===== src/rtl/dror_sweep_scheduler.sv =====
// ============================================================================
// Module   : dror_sweep_scheduler
// Summary  : Sequences one DROR filtering pass: per query point, streams every
//            other stored point in DISTANCE_MODULES-wide batches to the
//            validator core and returns one inlier/outlier verdict per point.
//            Optional macro DROR_SWEEP_PERF_EN adds the o_perf_batches counter.
// Revision : 1.0 - initial release
// ============================================================================
`default_nettype none

module dror_sweep_scheduler #(
    parameter int N                 = 16,
    parameter int DISTANCE_MODULES  = 8,
    parameter int VERDICT_LATENCY   = 4,
    parameter int NEIGHBOR_TRESHOLD = 5
) (
    input  logic                          i_clock,
    input  logic                          i_reset,
    input  logic                          i_start,
    input  logic [2*N-1:0]                i_cloud_size,
    output logic                          o_busy,
    output logic                          o_done,
    output logic                          o_rd_en,
    output logic [2*N-1:0]                o_rd_addr,
    input  logic                          i_rd_valid,
    input  logic [N-1:0]                  i_rd_x,
    input  logic [N-1:0]                  i_rd_y,
    input  logic [N-1:0]                  i_rd_z,
    output logic                          o_core_rst,
    output logic                          o_core_valid,
    output logic [N-1:0]                  o_point_x,
    output logic [N-1:0]                  o_point_y,
    output logic [N-1:0]                  o_point_z,
    output logic [N*DISTANCE_MODULES-1:0] o_cp_x,
    output logic [N*DISTANCE_MODULES-1:0] o_cp_y,
    output logic [N*DISTANCE_MODULES-1:0] o_cp_z,
    output logic [DISTANCE_MODULES-1:0]   o_cp_mask,
    input  logic                          i_inlier,
    input  logic                          i_outlier,
    output logic                          o_res_valid,
    input  logic                          i_res_ready,
    output logic [2*N-1:0]                o_res_index,
    output logic                          o_res_inlier
`ifdef DROR_SWEEP_PERF_EN
    ,
    output logic [2*N-1:0]                o_perf_batches
`endif
);

    localparam int c_SW = $clog2(DISTANCE_MODULES + 1);
    localparam int c_LW = $clog2(VERDICT_LATENCY + 1);
    localparam logic [2*N-1:0] c_ONE = 1;

    localparam logic [2:0] S_IDLE   = 3'd0;
    localparam logic [2:0] S_LOAD_Q = 3'd1;
    localparam logic [2:0] S_FILL   = 3'd2;
    localparam logic [2:0] S_ISSUE  = 3'd3;
    localparam logic [2:0] S_DRAIN  = 3'd4;
    localparam logic [2:0] S_REPORT = 3'd5;

    logic [2:0]                    r_state;
    logic [2*N-1:0]                r_size, r_q, r_p, r_rd_addr;
    logic [c_SW-1:0]               r_slot;
    logic [c_LW-1:0]               r_lat;
    logic [DISTANCE_MODULES-1:0]   r_mask;
    logic [N*DISTANCE_MODULES-1:0] r_cp_x, r_cp_y, r_cp_z;
    logic [N-1:0]                  r_pt_x, r_pt_y, r_pt_z;
    logic                          r_rd_en, r_rd_pend, r_rd_req, r_inl, r_done;

    logic                          w_fill_full, w_p_end;
    logic [2*N-1:0]                w_q_next;
    logic                          w_unused_ok;

    assign w_fill_full = (r_slot == c_SW'(DISTANCE_MODULES));
    assign w_p_end     = (r_p == r_size);
    assign w_q_next    = r_q + c_ONE;
    // The verdict is "inlier seen or not"; i_outlier and the threshold are informative only.
    assign w_unused_ok = i_outlier ^ (NEIGHBOR_TRESHOLD > 0);

    always_ff @(posedge i_clock) begin
        if (i_reset) begin
            r_state   <= S_IDLE;
            r_size    <= '0;
            r_q       <= '0;
            r_p       <= '0;
            r_rd_addr <= '0;
            r_slot    <= '0;
            r_lat     <= '0;
            r_mask    <= '0;
            r_cp_x    <= '0;
            r_cp_y    <= '0;
            r_cp_z    <= '0;
            r_pt_x    <= '0;
            r_pt_y    <= '0;
            r_pt_z    <= '0;
            r_rd_en   <= 1'b0;
            r_rd_pend <= 1'b0;
            r_rd_req  <= 1'b0;
            r_inl     <= 1'b0;
            r_done    <= 1'b0;
        end else begin
            r_rd_en <= 1'b0;
            r_done  <= 1'b0;
            // r_rd_pend tracks any read in flight, including one abandoned by an early exit.
            if (i_rd_valid) begin
                r_rd_pend <= 1'b0;
            end
            case (r_state)
                S_IDLE: begin
                    if (i_start) begin
                        r_size <= i_cloud_size;
                        r_q    <= '0;
                        if (i_cloud_size == '0) begin
                            r_done <= 1'b1;
                        end else begin
                            r_state <= S_LOAD_Q;
                        end
                    end
                end
                S_LOAD_Q: begin
                    if (!r_rd_req) begin
                        if (!r_rd_pend) begin
                            r_rd_en   <= 1'b1;
                            r_rd_addr <= r_q;
                            r_rd_pend <= 1'b1;
                            r_rd_req  <= 1'b1;
                        end
                    end else if (i_rd_valid) begin
                        r_rd_req <= 1'b0;
                        r_pt_x   <= i_rd_x;
                        r_pt_y   <= i_rd_y;
                        r_pt_z   <= i_rd_z;
                        r_p      <= '0;
                        r_slot   <= '0;
                        r_mask   <= '0;
                        r_cp_x   <= '0;
                        r_cp_y   <= '0;
                        r_cp_z   <= '0;
                        r_inl    <= 1'b0;
                        r_state  <= S_FILL;
                    end
                end
                S_FILL: begin
                    if (i_inlier) begin
                        r_inl    <= 1'b1;
                        r_rd_req <= 1'b0;
                        r_state  <= S_REPORT;
                    end else if (w_fill_full || w_p_end) begin
                        // An empty batch is never issued; straight to the verdict wait.
                        if (r_slot != '0) begin
                            r_state <= S_ISSUE;
                        end else begin
                            r_lat   <= '0;
                            r_state <= S_DRAIN;
                        end
                    end else if (r_p == r_q) begin
                        r_p <= r_p + c_ONE;
                    end else if (!r_rd_req) begin
                        if (!r_rd_pend) begin
                            r_rd_en   <= 1'b1;
                            r_rd_addr <= r_p;
                            r_rd_pend <= 1'b1;
                            r_rd_req  <= 1'b1;
                        end
                    end else if (i_rd_valid) begin
                        r_rd_req <= 1'b0;
                        for (int k = 0; k < DISTANCE_MODULES; k++) begin
                            if (r_slot == c_SW'(k)) begin
                                r_mask[k]         <= 1'b1;
                                r_cp_x[k*N +: N]  <= i_rd_x;
                                r_cp_y[k*N +: N]  <= i_rd_y;
                                r_cp_z[k*N +: N]  <= i_rd_z;
                            end
                        end
                        r_slot <= r_slot + c_SW'(1);
                        r_p    <= r_p + c_ONE;
                    end
                end
                S_ISSUE: begin
                    if (i_inlier) begin
                        r_inl   <= 1'b1;
                        r_state <= S_REPORT;
                    end else begin
                        r_slot <= '0;
                        r_mask <= '0;
                        r_cp_x <= '0;
                        r_cp_y <= '0;
                        r_cp_z <= '0;
                        if (r_p < r_size) begin
                            r_state <= S_FILL;
                        end else begin
                            r_lat   <= '0;
                            r_state <= S_DRAIN;
                        end
                    end
                end
                S_DRAIN: begin
                    if (i_inlier) begin
                        r_inl <= 1'b1;
                    end
                    if (r_lat == c_LW'(VERDICT_LATENCY - 1)) begin
                        r_state <= S_REPORT;
                    end else begin
                        r_lat <= r_lat + c_LW'(1);
                    end
                end
                S_REPORT: begin
                    if (i_res_ready) begin
                        r_q <= w_q_next;
                        if (w_q_next < r_size) begin
                            r_state <= S_LOAD_Q;
                        end else begin
                            r_done  <= 1'b1;
                            r_state <= S_IDLE;
                        end
                    end
                end
                default: r_state <= S_IDLE;
            endcase
        end
    end

`ifdef DROR_SWEEP_PERF_EN
    logic [2*N-1:0] r_perf;

    always_ff @(posedge i_clock) begin
        if (i_reset) begin
            r_perf <= '0;
        end else if (r_state == S_IDLE && i_start) begin
            r_perf <= '0;
        end else if (r_state == S_ISSUE && r_perf != '1) begin
            r_perf <= r_perf + c_ONE;
        end
    end

    assign o_perf_batches = r_perf;
`endif

    assign o_busy       = (r_state != S_IDLE);
    assign o_done       = r_done;
    assign o_rd_en      = r_rd_en;
    assign o_rd_addr    = r_rd_addr;
    assign o_core_rst   = (r_state == S_IDLE) || (r_state == S_LOAD_Q);
    assign o_core_valid = (r_state == S_ISSUE);
    assign o_point_x    = r_pt_x;
    assign o_point_y    = r_pt_y;
    assign o_point_z    = r_pt_z;
    assign o_cp_x       = r_cp_x;
    assign o_cp_y       = r_cp_y;
    assign o_cp_z       = r_cp_z;
    assign o_cp_mask    = r_mask;
    assign o_res_valid  = (r_state == S_REPORT);
    assign o_res_index  = (r_state == S_REPORT) ? r_q : '0;
    assign o_res_inlier = (r_state == S_REPORT) && r_inl;

endmodule

`default_nettype wire


===== config.mk =====
export PLATFORM = sky130hd
export DESIGN_NAME = dror_sweep_scheduler
export DESIGN_NICKNAME = d
export VERILOG_FILES = /design/src/rtl/dror_sweep_scheduler.sv
export SDC_FILE = /design/constraint.sdc
export NUM_CORES = 1
export LEC_CHECK = 0
export ABC_AREA = 0
export ABC_CLOCK_PERIOD_IN_PS = 6700
export CAP_MARGIN = 20
export CELL_PAD_IN_SITES_DETAIL_PLACEMENT = 0
export CELL_PAD_IN_SITES_GLOBAL_PLACEMENT = 1
export CORE_MARGIN = 1
export CORE_UTILIZATION = 39
export DETAILED_ROUTE_END_ITERATION = 8
export HOLD_SLACK_MARGIN = 0.12
export PLACE_DENSITY = 0.91
export SYNTH_ARGS = -nofsm -noshare
export SYNTH_HDL_FRONTEND = slang
export SYNTH_SLANG_ARGS = --single-unit

===== constraint.sdc =====
create_clock -name i_clock -period 6.7 [get_ports i_clock]
set_input_delay 2.01 -clock i_clock [delete_from_list [all_inputs] [get_ports i_clock]]
set_output_delay 2.01 -clock i_clock [all_outputs]
set_load 0.03 [all_outputs]

==> results_dict.tcl, run 1 <==
set metrics [dict create \
    syn_area_per_cell_um2 8.29 \
    async_flop_share 0 \
    overflow 0 \
    worstSetupPathType "register to output pin" \
    share_comb_of_total_power 0.175 \
    worst_pin_slew_ps 1100 \
    worstPathCellList "nand3_1 -> clkinv_1 -> buf_4 -> and2_1 -> clkdlybuf4s50_1" \
    p_leak_nw 11.3 \
    fill_cells 5642 \
    root_buffer "clkbuf_16" \
    wl_per_cell_um 21.6 \
    reg2reg_slack_ps 2140 \
    final_util 0.534 \
    clock_sinks 583 \
    critPathLaunchType "register" \
    synth_top_cell_by_area "dfxtp_1" \
    place_area_um2 30100 \
    crit_family "buffers and inverters" \
    die_area_um2 61800 \
    start_util 0.394 \
    path_max_fanout 32 \
    finalNonFillerCells 4137 \
    syn_inst 2862 \
    crit_arrival_ps 3350 \
    setup_tns_ps 0 \
    die_h_um 249 \
    hpwlAfterDp_mm 63.5 \
    fin_skew_ps 38.3 \
    synth_flop_cell "dfxtp_1" \
    hold_buffers 0 \
    worst-path-stages 5 \
    final_cell_area_um2 32200 \
    clockBufferDepth 3 \
    cts_setup_buffers 0 \
    path_clk_slew_ps 70 \
    pwr-share-seq 0.420 \
    worst-path-buf-inv 3 \
    maxSlewHeadroom 0.264 \
    postRouteAntennaNets 0 \
    cts_tree "built" \
    r2r-end "o_done" \
    r2r_start "r_q[1]" \
    post-route-period-util 0.800 \
    crit_end "o_res_index[14]" \
    cp_slowest_cell "dfxtp_1" \
    synth_area_leaders "dfxtp_1, o21ai_0, nand3_1" \
    required_ps 4690 \
    grt_first_pass_wirelength_mm 132 \
    switching_share 0.294 \
    nets 3464 \
    critPathLaunch "r_state[0]" \
    htreeDepth 2 \
    drtPass1Iterations 6 \
    wirelength_mm 89.2 \
    grt_pass1_vias 20200 \
    min_from "o_cp_z[0]" \
    max-vdd-ir-drop_uv 211 \
    gp_congestion 0.905 \
    ys_seq_area_frac 0.492 \
    drive_gt1_frac 0.0447 \
    ioPinCount 598 \
    hold_path.class "register to register" \
    grt_usage 0.278 \
    clock_latency_ps 630 \
    hold_viol 0 \
    worst_setup_path_end_kind "output pin" \
    placed_cells 4025 \
    p_switching_mw 2.57 \
    rows 90 \
    synth_edf_count 0 \
    die_width_um 249 \
    maxSlewViolCount 0 \
    core-area_um2 60200 \
    finalSetupViolCount 0 \
    cts_buffers 60 \
    synth_fp_nets 3020 \
    clock.fmax_mhz 187 \
    min_period_ps 5360 \
    drcViolationCount 0 \
    status "completed" \
    powerDensity_nw_per_um2 272 \
    finalPower_mw 8.74 \
    synth.distinct_cells 60 \
    ctsResizeCount 0 \
    drtIter0Drc 1714 \
    rr_worst_depth 11 \
    syn2layout_area_growth_pct 35.7 \
    port_buffers 596 \
    synth.top_cell.area_share 0.492 \
    vias 22700 \
    p_int_mw 6.18 \
    p_clk_frac 0.405 \
    vias_per_cell 5.49 \
    rsz0062_at_grt "false" \
    yosys_warnings 0 \
    antenna_found_initial 4 \
    grt_max_degree 98 \
    cpPeakStageDelay_ps 780 \
    ys_ff_latch 583 \
    cap_violations 0 \
    netlist_area_um2 23700 \
]
-- logic make-up after synthesis --
group | Yosys count | share of synthesized area
AOI/OAI and AO/OA | 691 | 0.159
xor gates and xnor gates | 70 | 0.0259
adders and majority gates | 71 | 0.0375
buffers and inverters | 306 | 0.0499
DFF | 583 | 0.492
muxes | 12 | 0.00522
and+or+nand+nor | 1129 | 0.231
-- synthesized netlist by cell type, drive strengths merged, types with 35 or more instances --
cell type / n
nand3b: 56
and2: 43
inv: 59
nor2: 120
a21oi: 221
xor2: 49
nand2: 389
nand4: 35
buf: 56
clkbuf: 190
ha: 71
dfxtp: 583
nand3: 363
o21ai: 376
-- cell type report --
type                            instances  area [um^2]  share of cell area
Antenna cell                            3         7.51            0.000233
Clock buffer                           90         1770              0.0551
Clock inverter                         18          332              0.0103
Inverter                               60          225             0.00700
Multi-Input combinational cell       1973        10900               0.339
Sequential cell                       583        11700               0.363
Tap cell                              782          978              0.0304
Timing Repair Buffer                  628         6290               0.196
-- power by group through the flow --
stage / Combinational (mW) / Sequential, mW / Clock [mW]
6_report: 1.53 / 3.67 / 3.54
5_1_grt: 1.66 / 3.69 / 3.75
4_1_cts: 1.53 / 3.67 / 3.59
3_5_place_dp: 1.52 / 3.75 / 0
3_3_place_gp: 1.51 / 3.74 / 0
2_1_floorplan: 0.888 / 3.82 / 0
-- worst min-delay path, delay by kind of cell, from the launching register on --
kind | cells | cell delay, ps
flip-flops | 1 | 300
AND/OR/NAND/NOR | 1 | 50
AO/OA/AOI/OAI | 1 | 50
-- flip-flops by register name, summed over array words and instances (netlist names), 8 cells and up --
name       flops
o_cp_mask      8
o_point_x     16
r_q           32
o_rd_addr     32
o_cp_x       128
r_p           32
o_cp_y       128
o_point_y     16
r_size        32
o_point_z     16
o_cp_z       128
-- layout by cell type (no fill, tap or decap), types with 13 or more instances in the layout --
cell type / instances
nor3_1: 19
clkbuf_1: 14
and3_1: 14
nor4_1: 22
nand3_1: 363
nor2_1: 116
clkbuf_16: 60
or3_1: 13
a21o_1: 18
a311oi_1: 32
clkbuf_8: 16
inv_1: 59
ha_1: 71
a21oi_1: 220
nand4_1: 34
buf_4: 25
clkdlybuf4s50_1: 595
or4_1: 14
nand2_1: 389
xnor2_1: 21
o21ai_0: 370
nand3b_1: 56
and2_1: 43
dfxtp_1: 583
xor2_1: 49
-- stage by stage --
| step | worst slack (ps) | hold slack, ps |
|---|---|---|
| 2_1_floorplan | 2870 | 427 |
| 3_3_place_gp | 1910 | 435 |
| 3_5_place_dp | 1930 | 439 |
| 4_1_cts | 1350 | 448 |
| 5_1_grt | 1150 | 466 |
| 6_report | 1340 | 447 |
-- layer usage --
metal	vias up	track usage	share of wire
li1	10800	-	-
met1	10700	0.345	0.40
met2	947	0.473	0.48
met3	186	0.0522	0.073
met4	2	0.114	0.042
met5	-	0	0.00013
-- how the worst min path moves through the flow --
stage	end	slack, ps	cells past startpoint
floorplan	r_inl	430	2
global placement	o_cp_mask[2]	430	2
detailed placement	o_cp_mask[6]	440	2
CTS	o_cp_mask[6]	450	2
global route	o_cp_x[6]	470	2
finish	o_cp_z[0]	450	2
Power figures use the tool's default switching activity.
==> run 2: changes to the inputs <==
--- a/config.mk
+++ b/config.mk
@@ -6,15 +6,15 @@
 export NUM_CORES = 1
 export LEC_CHECK = 0
 export ABC_AREA = 0
-export ABC_CLOCK_PERIOD_IN_PS = 6700
+export ABC_CLOCK_PERIOD_IN_PS = 4620
 export CAP_MARGIN = 20
 export CELL_PAD_IN_SITES_DETAIL_PLACEMENT = 0
 export CELL_PAD_IN_SITES_GLOBAL_PLACEMENT = 1
 export CORE_MARGIN = 1
-export CORE_UTILIZATION = 39
+export CORE_UTILIZATION = 33
 export DETAILED_ROUTE_END_ITERATION = 8
 export HOLD_SLACK_MARGIN = 0.12
-export PLACE_DENSITY = 0.91
+export PLACE_DENSITY = 0.82
 export SYNTH_ARGS = -nofsm -noshare
 export SYNTH_HDL_FRONTEND = slang
 export SYNTH_SLANG_ARGS = --single-unit
==> constraint.sdc (replaced) <==
create_clock -name i_clock -period 4.62 [get_ports i_clock]
set_input_delay 1.386 -clock i_clock [delete_from_list [all_inputs] [get_ports i_clock]]
set_output_delay 1.386 -clock i_clock [all_outputs]
set_load 0.03 [all_outputs]
==> run 2 against run 1 <==
Compared with the run above:
- clock power up 56%
- sequential power up 44%
- utilization down 6.8 points
- largest power group is now the clock network
==> results_dict.tcl, run 2 (synthesis results as in run 1) <==
set metrics [dict create \
    gp_congestion 0.891 \
    root_buffer "clkbuf_16" \
    final_common_cell "clkdlybuf4s50_1" \
    maxSlewHeadroom 0.273 \
    worstSetupPathType "register to output pin" \
    critPathLaunchType "register" \
    crit_family "buffers and inverters" \
    postRouteAntennaNets 0 \
    grt_first_pass_wirelength_mm 137 \
    cts_tree "built" \
    start_util 0.336 \
    cts_buffers 68 \
    drive_gt1_frac 0.0582 \
    vias 22500 \
    worst_setup_path_end_kind "output pin" \
    path_max_fanout 36 \
    powerDensity_nw_per_um2 400 \
    nets 3507 \
    final_util 0.466 \
    p_leak_nw 11.6 \
    required_ps 3230 \
    finalPower_mw 13.1 \
    max-vdd-ir-drop_uv 264 \
    worst-path-buf-inv 3 \
    die_h_um 270 \
    crit_arrival_ps 2880 \
    wl_per_cell_um 21.5 \
    finalSetupViolCount 0 \
    die_area_um2 72900 \
    clock_latency_ps 630 \
    hold_path.class "register to register" \
    overflow 0 \
    core-area_um2 70500 \
    vias_per_cell 5.19 \
    grt_pass1_vias 20600 \
    rsz0062_at_grt "false" \
    clock.fmax_mhz 234 \
    clockBufferDepth 3 \
    status "completed" \
    wirelength_mm 93.4 \
    hold_viol 0 \
    drcViolationCount 0 \
    ioPinCount 598 \
    fin_skew_ps 38.4 \
    layout_common_cells "clkdlybuf4s50_1, dfxtp_1, nand2_1" \
    worst_pin_slew_ps 1090 \
    min_period_ps 4270 \
    grt_max_degree 110 \
    post-route-period-util 0.924 \
    maxSlewViolCount 0 \
    cp_slowest_cell "clkdlybuf4s50_1" \
    worstPathCellList "nand3_1 -> buf_4 -> clkinvlp_4 -> and2_1 -> clkdlybuf4s50_1" \
    drtIter0Drc 1594 \
    cpPeakStageDelay_ps 730 \
    syn2layout_area_growth_pct 38.6 \
    htreeDepth 3 \
    port_buffers 596 \
    clock_sinks 583 \
    path_clk_slew_ps 60 \
    drtPass1Iterations 5 \
    hold_buffers 0 \
    hpwlAfterDp_mm 67.4 \
    antenna_found_initial 7 \
    grt_usage 0.247 \
    setup_tns_ps 0 \
    rows 97 \
    die_width_um 270 \
    cap_violations 0 \
]
==> run 2: repair_timing <==
item / 4_1_cts / 5_1_grt
setup buffers: 0 / 0
resized for setup: 0 / 1
endpoints found under the setup margin: 0 / 31
==> run 2: power breakdown <==
group	switching [mW]	internal (mW)
Sequential	0.104	5.20
Combinational	1.58	0.731
Clock	2.27	3.24
==> run 2: layer usage <==
metal	track usage	vias up	wire, um
met3	0.0600	191	7020
met1	0.300	10600	38100
met4	0.113	4	4210
met5	0	-	22
met2	0.409	801	44000
li1	-	11000	-
==> run 2: final timing paths <==
path / start / endpoint / slack [ps] / depth (start not counted)
max: r_state[2] / o_res_inlier / 350 / 5
min: o_cp_mask[4] / o_cp_mask[4] / 450 / 2
max reg2reg: r_q[0] / o_done / 580 / 14
min reg2reg: o_cp_mask[4] / o_cp_mask[4] / 450 / 2
==> run 2: layout make-up <==
class | count | area [um^2]
inverters | 60 | 229
well taps | 940 | 1180
multi-input cells | 1973 | 10900
clock buffers | 102 | 2020
flip-flops and latches | 583 | 11700
diodes | 4 | 10.0
repair buffers | 663 | 6520
fillers | 7003 | 37700
clock inverters | 19 | 320
==> run 2: worst register-to-register path: stages, from the launching register on <==
cell	delay (ps)
dfxtp_1	590
ha_1	320
nand3_1	290
or3_1	440
nor4_2	260
buf_4	220
xor2_1	230
ha_1	290
and4_1	220
a221oi_1	410
nand2_1	100
o21ai_0	160
buf_4	150
a211oi_1	60
buf_4	170
==> run 2: metrics by stage <==
stage,hold WS [ps],setup WS [ps],instance area [um^2],cells
after floorplan,427,1400,23700,2862
after global placement,434,577,30500,4219
after detailed placement,437,555,30500,4219
after CTS,446,11.8,32800,4340
after global routing,463,202,32900,4344
final,445,352,32900,4344
==> run 3: changes to the inputs <==
--- a/config.mk
+++ b/config.mk
@@ -8,7 +8,7 @@
 export ABC_AREA = 0
 export ABC_CLOCK_PERIOD_IN_PS = 4620
 export CAP_MARGIN = 20
-export CELL_PAD_IN_SITES_DETAIL_PLACEMENT = 0
+export CELL_PAD_IN_SITES_DETAIL_PLACEMENT = 1
 export CELL_PAD_IN_SITES_GLOBAL_PLACEMENT = 1
 export CORE_MARGIN = 1
 export CORE_UTILIZATION = 33
==> run 3 against run 2 <==
Compared with the run above:
- flip-flop and latch count did not move
- worst setup slack better by 62 ps
- worst hold slack improved by 0.85 ps
- fmax rose by 1.5%
- combinational power increased by 2%
- non-clock buffer count unchanged
- design area is 0.44% lower
- first-iteration DRC count is 2.3% higher
- clock-buffer cell count is 5 lower
- critical path depth unchanged
- critical endpoint unchanged
- largest cell class unchanged
==> results_dict.tcl, run 3 (synthesis results as in run 1) <==
set metrics [dict create \
    ctsResizeCount 1 \
    hold_path.class "register to register" \
    grt_first_pass_wirelength_mm 150 \
    worst_setup_path_end_kind "output pin" \
    port_buffers 596 \
    htreeDepth 3 \
    rows 97 \
    cts_tree "built" \
    r2r_start "r_q[0]" \
    fill_cells 8226 \
    hold_viol 0 \
    grt_max_degree 110 \
    core-area_um2 70500 \
    worstSetupPathType "register to output pin" \
    drtIter0Drc 1630 \
    clock_sinks 583 \
    drtPass1Iterations 5 \
    clock.fmax_mhz 238 \
    worst_pin_slew_ps 1100 \
    final_util 0.464 \
    die_width_um 270 \
    drcViolationCount 0 \
    placed_cells 4219 \
    antenna_found_initial 9 \
    postRouteAntennaNets 0 \
    die_h_um 270 \
    nets 3505 \
    grt_pass1_vias 23300 \
    setup_tns_ps 0 \
    crit_arrival_ps 2820 \
    start_util 0.336 \
    wl_per_cell_um 23.2 \
    cts_buffers 66 \
    cts_setup_buffers 0 \
    post-route-period-util 0.910 \
    hpwlAfterDp_mm 72.2 \
    overflow 0 \
    root_buffer "clkbuf_16" \
    die_area_um2 72900 \
    min_from "o_cp_mask[1]" \
    wirelength_mm 101 \
    syn2layout_area_growth_pct 38.0 \
    vias_per_cell 5.42 \
    gp_congestion 0.891 \
    critPathLaunchType "register" \
    powerDensity_nw_per_um2 398 \
    maxSlewHeadroom 0.268 \
    hold_buffers 0 \
    ioPinCount 598 \
    status "completed" \
    required_ps 3230 \
    cap_violations 0 \
    critPathLaunch "r_state[2]" \
    fin_skew_ps 21.0 \
    clock_latency_ps 610 \
    holdWs_ps 446 \
    grt_usage 0.267 \
    finalNonFillerCells 4339 \
    min_period_ps 4210 \
    max-vdd-ir-drop_uv 244 \
    clockBufferDepth 3 \
    final_common_cell "clkdlybuf4s50_1" \
    layout_common_cells "clkdlybuf4s50_1, dfxtp_1, nand2_1" \
    path_max_fanout 36 \
    path_clk_slew_ps 60 \
    finalPower_mw 13.0 \
    vias 23500 \
    maxSlewViolCount 0 \
    finalSetupViolCount 0 \
    drive_gt1_frac 0.0557 \
    rsz0062_at_grt "false" \
    p_leak_nw 11.5 \
]
[run 3: changes by cell type in the layout (fill, tap and decap cells not counted)]
cell / delta
clkbuf_8: -4
diode_2: +3
clkinvlp_4: -1
bufinv_16: +1
clkinv_16: -4
clkinv_4: -1
inv_16: +3
clkbuf_16: -2
clkinv_2: -1
clkbuf_1: +1
[run 3: worst max-delay path, stage by stage, from the launching register on]
cell and delay [ps]:
dfxtp_1 620, nand3_1 140, buf_4 220, clkinv_2 290
and2_1 180, clkdlybuf4s50_1 760
[run 3: area by class of cell]
type	instances	area, um^2	share of cell area
diodes	7	17.5	0.000535
clock buffers	97	1920	0.0587
clock inverters	16	272	0.00830
inverters	60	226	0.00692
multi-input cells	1973	10900	0.334
flip-flops and latches	583	11700	0.357
well taps	940	1180	0.0359
repair buffers	663	6520	0.199
[run 3: per-layer routing]
metal  wire (um)  GRT usage  part of all wire
met5          13          0           0.00013
met4        5130      0.134             0.051
met3        7160     0.0578             0.071
met2       48300      0.452              0.48
met1       40200      0.317              0.40
[run 3: final timing paths]
check,to,slack [ps],cells past startpoint
max reg2reg,o_done,630,14
min reg2reg,o_cp_mask[1],450,2
max,o_res_inlier,410,5
min,o_cp_mask[1],450,2
[run 3: power breakdown]
group	switching, mW	internal, mW
Combinational	1.62	0.735
Clock	2.23	3.14
Sequential	0.108	5.20
Total	3.96	9.07
[run 3: per-stage QoR]
stage | setup slack (ps) | area (um^2)
6_report | 414 | 32700
5_1_grt | 246 | 32700
4_1_cts | 346 | 32700
3_5_place_dp | 479 | 30500
3_3_place_gp | 577 | 30500
2_1_floorplan | 1400 | 23700
